===== src/rtl/imem_pkg.sv =====
// Shared types and sizes for the instruction-memory loader and its program store.
// Address and instruction widths are chosen to match the core's PC and INSTR ports.
package imem_pkg;

    localparam int AW    = 7;
    localparam int DW    = 8;
    localparam int DEPTH = 128;

    typedef logic [AW-1:0] addr_t;
    typedef logic [DW-1:0] instr_t;

    typedef enum logic [1:0] {
        IDLE,
        LOAD,
        CHECK,
        RUN
    } ld_state_e;

endpackage


===== src/rtl/imem_ram.sv =====
// Program store: one synchronous write port and one asynchronous read port.
// The array has no reset, so its contents survive a system reset.
module imem_ram
    import imem_pkg::*;
(
    input  logic   CLK,
    input  logic   we,
    input  addr_t  waddr,
    input  instr_t wdata,
    input  addr_t  raddr,
    output instr_t rdata
);

    instr_t mem [DEPTH];

    always_ff @(posedge CLK) begin
        if (we) begin
            mem[waddr] <= wdata;
        end
    end

    assign rdata = mem[raddr];

endmodule


===== src/rtl/imem_loader.sv =====
// Loads a 128-byte program plus checksum over a valid/ready stream and holds the
// core in reset until the image checks out; then serves INSTR from the core's PC.
module imem_loader
    import imem_pkg::*;
(
    input  logic   CLK,
    input  logic   RSTN,
    input  logic   LD_START,
    input  logic   LD_VALID,
    input  instr_t LD_DATA,
    output logic   LD_READY,
    output logic   LD_DONE,
    output logic   LD_ERR,
    input  addr_t  PC,
    output instr_t INSTR,
    output logic   CORE_RSTN
);

    ld_state_e state, state_nxt;
    addr_t     addr, addr_nxt;
    instr_t    sum, sum_nxt;
    instr_t    sum_plus;
    instr_t    rdata;
    logic      done_nxt, err_nxt;
    logic      mem_we;
    logic      beat;
    logic      core_rstn_q;

    assign LD_READY = (state == LOAD) || (state == CHECK);
    assign beat     = LD_VALID && LD_READY;
    assign sum_plus = sum + LD_DATA;

    always_ff @(posedge CLK or negedge RSTN) begin
        if (!RSTN) begin
            state       <= IDLE;
            addr        <= '0;
            sum         <= '0;
            LD_DONE     <= 1'b0;
            LD_ERR      <= 1'b0;
            core_rstn_q <= 1'b0;
        end else begin
            state       <= state_nxt;
            addr        <= addr_nxt;
            sum         <= sum_nxt;
            LD_DONE     <= done_nxt;
            LD_ERR      <= err_nxt;
            // Release only once RUN has lasted a full cycle
            core_rstn_q <= (state == RUN) && (state_nxt == RUN);
        end
    end

    always_comb begin
        state_nxt = state;
        addr_nxt  = addr;
        sum_nxt   = sum;
        done_nxt  = LD_DONE;
        err_nxt   = LD_ERR;
        mem_we    = 1'b0;

        // LD_START wins over any beat in the same cycle, so that byte is dropped
        if (LD_START) begin
            state_nxt = LOAD;
            addr_nxt  = '0;
            sum_nxt   = '0;
            done_nxt  = 1'b0;
            err_nxt   = 1'b0;
        end else begin
            case (state)
                LOAD: begin
                    if (beat) begin
                        mem_we   = 1'b1;
                        addr_nxt = addr + addr_t'(1);
                        sum_nxt  = sum_plus;
                        if (addr == addr_t'(DEPTH - 1)) begin
                            state_nxt = CHECK;
                        end
                    end
                end
                CHECK: begin
                    if (beat) begin
                        if (sum_plus == '0) begin
                            state_nxt = RUN;
                            done_nxt  = 1'b1;
                        end else begin
                            state_nxt = IDLE;
                            err_nxt   = 1'b1;
                        end
                    end
                end
                default: begin
                end
            endcase
        end
    end

    imem_ram u_ram (
        .CLK   (CLK),
        .we    (mem_we),
        .waddr (addr),
        .wdata (LD_DATA),
        .raddr (PC),
        .rdata (rdata)
    );

    // The core is held in reset outside RUN, so it only ever sees NOPs there
    assign INSTR     = (state == RUN) ? rdata : '0;
    assign CORE_RSTN = core_rstn_q && !((state == RUN) && LD_START);

endmodule


===== config.mk =====
export PLATFORM = sky130hd
export DESIGN_NAME = imem_loader
export DESIGN_NICKNAME = d
export VERILOG_FILES = /design/src/rtl/imem_pkg.sv /design/src/rtl/imem_ram.sv /design/src/rtl/imem_loader.sv
export SDC_FILE = /design/constraint.sdc
export NUM_CORES = 1
export LEC_CHECK = 0
export CAP_MARGIN = 20
export CORE_UTILIZATION = 60
export CTS_BUF_LIST = sky130_fd_sc_hd__clkbuf_4 sky130_fd_sc_hd__clkbuf_8
export CTS_CLUSTER_SIZE = 16
export DETAILED_ROUTE_END_ITERATION = 7
export PLACE_DENSITY = 0.82
export SLEW_MARGIN = 0
export SYNTH_ARGS = -nofsm -noshare
export SYNTH_HDL_FRONTEND = slang
export SYNTH_SLANG_ARGS = --single-unit

===== constraint.sdc =====
create_clock -name CLK -period 5.4 [get_ports CLK]
set_clock_uncertainty 0.05 [all_clocks]
set_input_delay 1.08 -clock CLK [delete_from_list [all_inputs] [get_ports CLK]]
set_output_delay 1.08 -clock CLK [all_outputs]
set_load 0.01 [all_outputs]

==> results of run 1 <==
[power by group through the flow]
stage	Combinational [mW]	Clock (mW)	Sequential [mW]
after floorplan	0.746	0	9.15
after global placement	1.19	0	9.17
after detailed placement	1.24	0	9.17
after CTS	1.25	6.18	9.00
after global routing	1.36	6.52	9.01
final	1.29	6.13	9.01
[Yosys cell counts (all sizes together), types with 11 or more instances]
| library cell | number |
|---|---|
| edfxtp | 1024 |
| clkbuf | 68 |
| nor2 | 149 |
| a22o | 69 |
| buf | 48 |
| a221oi | 64 |
| mux4 | 256 |
| o22ai | 32 |
| dfrtp | 20 |
| nand2 | 23 |
| ha | 11 |
| nand3 | 14 |
| nor2b | 11 |
[cell type report]
class | count | area, µm²
flip-flops and latches | 1044 | 31250
fillers | 3887 | 21200
multi-input cells | 713 | 8762
clock buffers | 214 | 2608
well taps | 864 | 1081
repair buffers | 105 | 1052
clock inverters | 62 | 350.3
inverters | 8 | 30.03
diodes | 1 | 2.502
[registers in the layout, indices dropped and copies added, names as in the netlist]
register	cells
sum	8
state	2
LD_DONE	1
u_ram.mem	1024
core_rstn_q	1
LD_ERR	1
addr	7
[worst max-delay path, stage by stage]
cell and delay, ns:
clkdlybuf4s50_1 0.66, buf_4 0.24, nor2b_4 0.08, buf_4 0.23, a22o_1 0.27, a221oi_2 0.35
o22ai_1 0.26, o41a_1 0.57, clkdlybuf4s50_1 0.52
[what timing repair did]
| item | CTS | global route |
|---|---|---|
| resized for setup | 2 | 10 |
| pin swaps | 0 | 0 |
| hold endpoints to repair | 0 | 0 |
| endpoints found under the setup margin | 4 | 8 |
[cell families after synthesis]
| family | count (synthesis) | synth area share [%] |
|---|---|---|
| flip-flops | 1044 | 77.05 |
| multiplexers | 256 | 14.22 |
| AND/OR/NAND/NOR | 230 | 2.480 |
| AO/OA/AOI/OAI | 205 | 4.119 |
| buffers and inverters | 124 | 1.530 |
| adder cells (fa/ha/maj) | 12 | 0.3887 |
| XOR/XNOR | 10 | 0.2160 |
[metrics by stage]
step | instance area, µm² | cells
global route | 45140 | 3011
global placement | 42100 | 2733
detailed placement | 42100 | 2733
CTS | 45070 | 3009
finish | 45140 | 3011
floorplan | 40560 | 1881
[metal layers]
| metal | wire length (µm) | part of all wire [%] |
|---|---|---|
| met5 | 11 | 0.012 |
| met4 | 3860 | 4.2 |
| met3 | 10370 | 11 |
| met2 | 44290 | 48 |
| met1 | 33000 | 36 |
[final timing paths]
kind / cells past startpoint / start / to
min reg2reg: 2 / sum[6] / sum[6]
max reg2reg: 7 / state[1] / u_ram.mem[114][2]
max in group asynchronous: 1 / RSTN / sum[1]
min in group asynchronous: 1 / RSTN / state[1]
max: 9 / PC[2] / INSTR[7]
min: 2 / sum[6] / sum[6]
==> run_results.csv, run 1 <==
group,metric,value,unit
grt,grt_pass1_vias,20910,
logic_synthesis,syn_avg_cell_area,21.56,µm²
run_status,violations,"negative setup slack",
finish,final_util,68.04,%
logic_synthesis,ys.flop_type,"edfxtp_1",
clocking,cts.htree.levels,4,
grt,met1_usage,36.89,%
route,via_count,20590,
setup_path,cp-end-kind,"primary output",
floorplan,num_rows,94,
finish,syn_to_final_growth,11.29,%
sta,slew_violations,0,
logic_synthesis,synth_area,40560,µm²
grt,top_usage_layer,"met2",
logic_synthesis,synth_warnings,0,
pwr,p_int,12.63,mW
pwr,power_density,363.9,nW/µm²
finish,final_common_cell,"edfxtp_1",
pwr,p_total,16.42,mW
place,place.gp.congestion,0.9785,
sta,hold_violations,0,
logic_synthesis,synth_edf_count,1024,
floorplan,ios,31,
sta,finalHoldWorstSlack,0.4528,ns
finish,nets,2058,
sta,maxSlewHeadroom,22.53,%
sta,fin_tns_setup,-0.003535,ns
logic_synthesis,yosys.area.top_type,"edfxtp_1",
grt,grt.total_usage,27.54,%
floorplan,die_h,262.0,µm
logic_synthesis,synth.distinct_cells,44,
pwr,switchingPower,3.797,mW
route,viasPerCell,6.839,
clocking,clkLatencyLatePin,0.81,ns
place,preCtsSetupSlack,-0.07340,ns
clocking,ctsHoldBuffers,0,
clocking,post_cts_buffers,0,
logic_synthesis,synth_sequential_area_ratio,77.05,%
pwr,leakage,14.11,nW
sta,rsz0062_at_grt,"false",
place,dp_hpwl,55710,µm
pwr,vdd_ir_drop_max,0.1966,mV
logic_synthesis,netlist.area_leader.share,75.82,%
route,drtAntennaViolNets,0,
sta,worst_pin_slew,1.162,ns
floorplan,start_util,61.14,%
route,drt_pass1_iterations,6,
pwr,clkPwrFrac,37.3,%
grt,met3_usage,7.562,%
sta,min_period,5.404,ns
grt,grt_max_degree,91,
setup_path,cp.required,4.27,ns
floorplan,core-area,66330,µm²
logic_synthesis,async_reset_ff_share,1.916,%
floorplan,dieArea,68640,µm²
grt,grt_overflow,0,
floorplan,die_w,262.0,µm
setup_path,start_kind,"input port",
sta,setup_viol,1,
setup_path,crit_type,"input port to primary output",
logic_synthesis,syn_inst,1881,
clocking,cts_tree,"yes",
sta,timing.final.crit_share,100.1,%
grt,grtUsageMet2,43.03,%
pwr,combinationalPowerShare,7.8,%
sta,setup_slack,-0.003535,ns
place,numPortBuffers,30,
setup_path,worst-r2r-setup-slack,1.71,ns
finish,final_cell_mix,"1024 x edfxtp_1, 256 x mux4_2, 160 x clkbuf_8",
finish,final_layout_size_suffix_gt1_share,27.82,%
grt,antenna_found_initial,3,
clocking,cts_root_buf,"clkbuf_8",
clocking,clkSinkCount,1044,
clocking,clkTransAtPathRegs,0.06,ns
route,wl,91530,µm
route,drt_iter0_drc,2892,
pwr,seq_power_share,54.8,%
grt,grt_pass1_wl,134300,µm
setup_path,cp_max_fo,16,
clocking,numCtsBuffers,155,
worst_hold_path,hold_class,"flop to flop",
pwr,switching_share,23.12,%
run_status,status,"finished, violations left",
logic_synthesis,ys_seq_elements,1044,
sta,max_freq,185.1,MHz
setup_path,critPathArrivalTime,4.27,ns
job,cap_violations,0,
route,remaining_drc_errors,0,
logic_synthesis,synthTopCellsByArea,"edfxtp_1 76%, mux4_2 14%, a22o_1 1.5%",
clocking,clockBufferDepth,3,
route,wire_per_inst,30.40,µm
logic_synthesis,synth_fp_nets,1912,
Note: power is estimated with default switching activity, not from simulation.
==> run 2, diff against run 1 <==
--- a/config.mk
+++ b/config.mk
@@ -7,7 +7,6 @@
 export LEC_CHECK = 0
 export CAP_MARGIN = 20
 export CORE_UTILIZATION = 60
-export CTS_BUF_LIST = sky130_fd_sc_hd__clkbuf_4 sky130_fd_sc_hd__clkbuf_8
 export CTS_CLUSTER_SIZE = 16
 export DETAILED_ROUTE_END_ITERATION = 7
 export PLACE_DENSITY = 0.82
==> run_results.csv, run 2 (synthesized netlist as in run 1, its figures left out) <==
group,metric,value,unit
run_status,status,"finished, violations left",
run_status,violations,"negative setup slack",
floorplan,die_h,262.0,µm
finish,reg_top3,"u_ram.mem x1024, sum x8, addr x7",
pwr,power_density,383.2,nW/µm²
sta,worst_pin_slew,1.184,ns
clocking,clkTransAtPathRegs,0.06,ns
worst_hold_path,holdCritStartpoint,"sum[7]",
setup_path,cp.required,4.27,ns
finish,nFillCells,3755,
route,drtAntennaViolNets,0,
sta,maxSlewHeadroom,21.08,%
place,dp_cells,2733,
clocking,numCtsBuffers,98,
grt,antenna_found_initial,5,
route,drt_pass1_iterations,6,
place,dp_hpwl,55710,µm
clocking,clkSinkCount,1044,
sta,rsz0062_at_grt,"false",
clocking,cts.htree.levels,3,
clocking,cts_tree,"yes",
finish,design_area,45510,µm²
route,via_count,20700,
finish,max_flop_register,"u_ram.mem",
setup_path,cp_max_fo,27,
route,viasPerCell,7.102,
route,wire_per_inst,33.25,µm
floorplan,ios,31,
sta,fin_tns_setup,-0.01053,ns
finish,nets,2000,
setup_path,critPathArrivalTime,4.28,ns
setup_path,cp-end-kind,"primary output",
sta,timing.final.crit_share,100.2,%
route,drt_iter0_drc,3352,
pwr,clkPwrFrac,40.9,%
sta,setup_slack,-0.01053,ns
floorplan,dieArea,68640,µm²
sta,setup_viol,1,
floorplan,start_util,61.14,%
finish,final_layout_size_suffix_gt1_share,24.89,%
pwr,leakage,14.18,nW
finish,syn_to_final_growth,12.22,%
grt,grt_pass1_wl,142100,µm
sta,max_freq,184.8,MHz
pwr,switching_share,21.94,%
grt,grt_pass1_vias,21070,
pwr,seq_power_share,51.6,%
finish,instances_no_fill,2915,
setup_path,start_kind,"input port",
clocking,clockBufferDepth,3,
sta,finalHoldWorstSlack,0.4544,ns
place,placed_area,42100,µm²
floorplan,core-area,66330,µm²
finish,final_util,68.61,%
sta,slew_violations,0,
pwr,p_total,17.44,mW
clocking,cts_root_buf,"clkbuf_16",
floorplan,num_rows,94,
setup_path,crit_type,"input port to primary output",
place,place.gp.congestion,0.9785,
place,numPortBuffers,30,
finish,largest_register_ffs,1024,
clocking,ctsHoldBuffers,0,
setup_path,reg2reg_from,"state[1]",
clocking,post_cts_buffers,0,
route,remaining_drc_errors,0,
pwr,combinationalPowerShare,7.4,%
sta,min_period,5.411,ns
finish,final_cell_mix,"1024 x edfxtp_1, 256 x mux4_2, 147 x nor2_1",
grt,grt.total_usage,29.15,%
floorplan,die_w,262.0,µm
grt,grt_max_degree,91,
grt,grt_overflow,0,
job,cap_violations,0,
pwr,vdd_ir_drop_max,0.2484,mV
worst_hold_path,hold_class,"flop to flop",
setup_path,cp-startpoint,"PC[2]",
pwr,switchingPower,3.826,mW
clocking,clkLatencyLatePin,0.66,ns
pwr,p_int,13.62,mW
sta,hold_violations,0,
finish,final_common_cell,"edfxtp_1",
place,preCtsSetupSlack,-0.07340,ns
route,wl,96920,µm
run 2: cell types whose count changed in the layout (fill, tap and decap cells not counted), moves of 3 or more:
cell / delta
bufinv_16: +13
inv_8: -3
clkbuf_4: -54
clkbuf_1: +13
inv_6: -3
clkinv_2: +14
clkinv_1: -22
clkbuf_8: -157
clkbuf_16: +103
run 2: final cells by class:
cell class | instances | area, µm² | area share [%]
Sequential cell | 1044 | 31250 | 68.66
Multi-Input combinational cell | 713 | 8768 | 19.27
Clock buffer | 119 | 2668 | 5.861
Tap cell | 864 | 1081 | 2.375
Timing Repair Buffer | 104 | 1045 | 2.295
Clock inverter | 61 | 666.9 | 1.465
Inverter | 8 | 30.03 | 0.06598
Antenna cell | 2 | 5.005 | 0.01100
run 2: worst paths after layout:
kind | end | slack [ns] | cells past startpoint
max | INSTR[3] | -0.01 | 9
min | sum[7] | 0.45 | 2
max reg2reg | u_ram.mem[10][4] | 1.75 | 7
min reg2reg | sum[7] | 0.45 | 2
max in group asynchronous | addr[3] | 3.79 | 1
min in group asynchronous | state[1] | 0.90 | 1
run 2: what timing repair did:
action,CTS,global route
gates resized for setup,5,8
setup endpoints to repair,5,4
pin swaps,0,0
run 2: per-layer routing:
metal / global-route usage, % / up-vias / wire length [µm]
met5: 0 / - / 23
met2: 47.35 / 1604 / 47760
met4: 12.46 / 4 / 4458
met1: 38.55 / 10610 / 34160
met3: 6.549 / 303 / 10530
li1: - / 8178 / -
run 2: worst max-delay path, cell delays in order:
cell and delay (ns):
clkdlybuf4s50_1 0.66, buf_4 0.24, and2_1 0.37, buf_6 0.34
a221oi_1 0.17, buf_4 0.17, o22ai_1 0.24, o41a_1 0.35
clkdlybuf4s50_1 0.62
run 2: power groups by stage:
stage | logic [mW] | registers, mW | clock network (mW)
floorplan | 0.746 | 9.15 | 0
global placement | 1.19 | 9.17 | 0
detailed placement | 1.24 | 9.17 | 0
CTS | 1.27 | 9.00 | 7.18
global route | 1.37 | 9.01 | 7.47
finish | 1.30 | 9.01 | 7.14
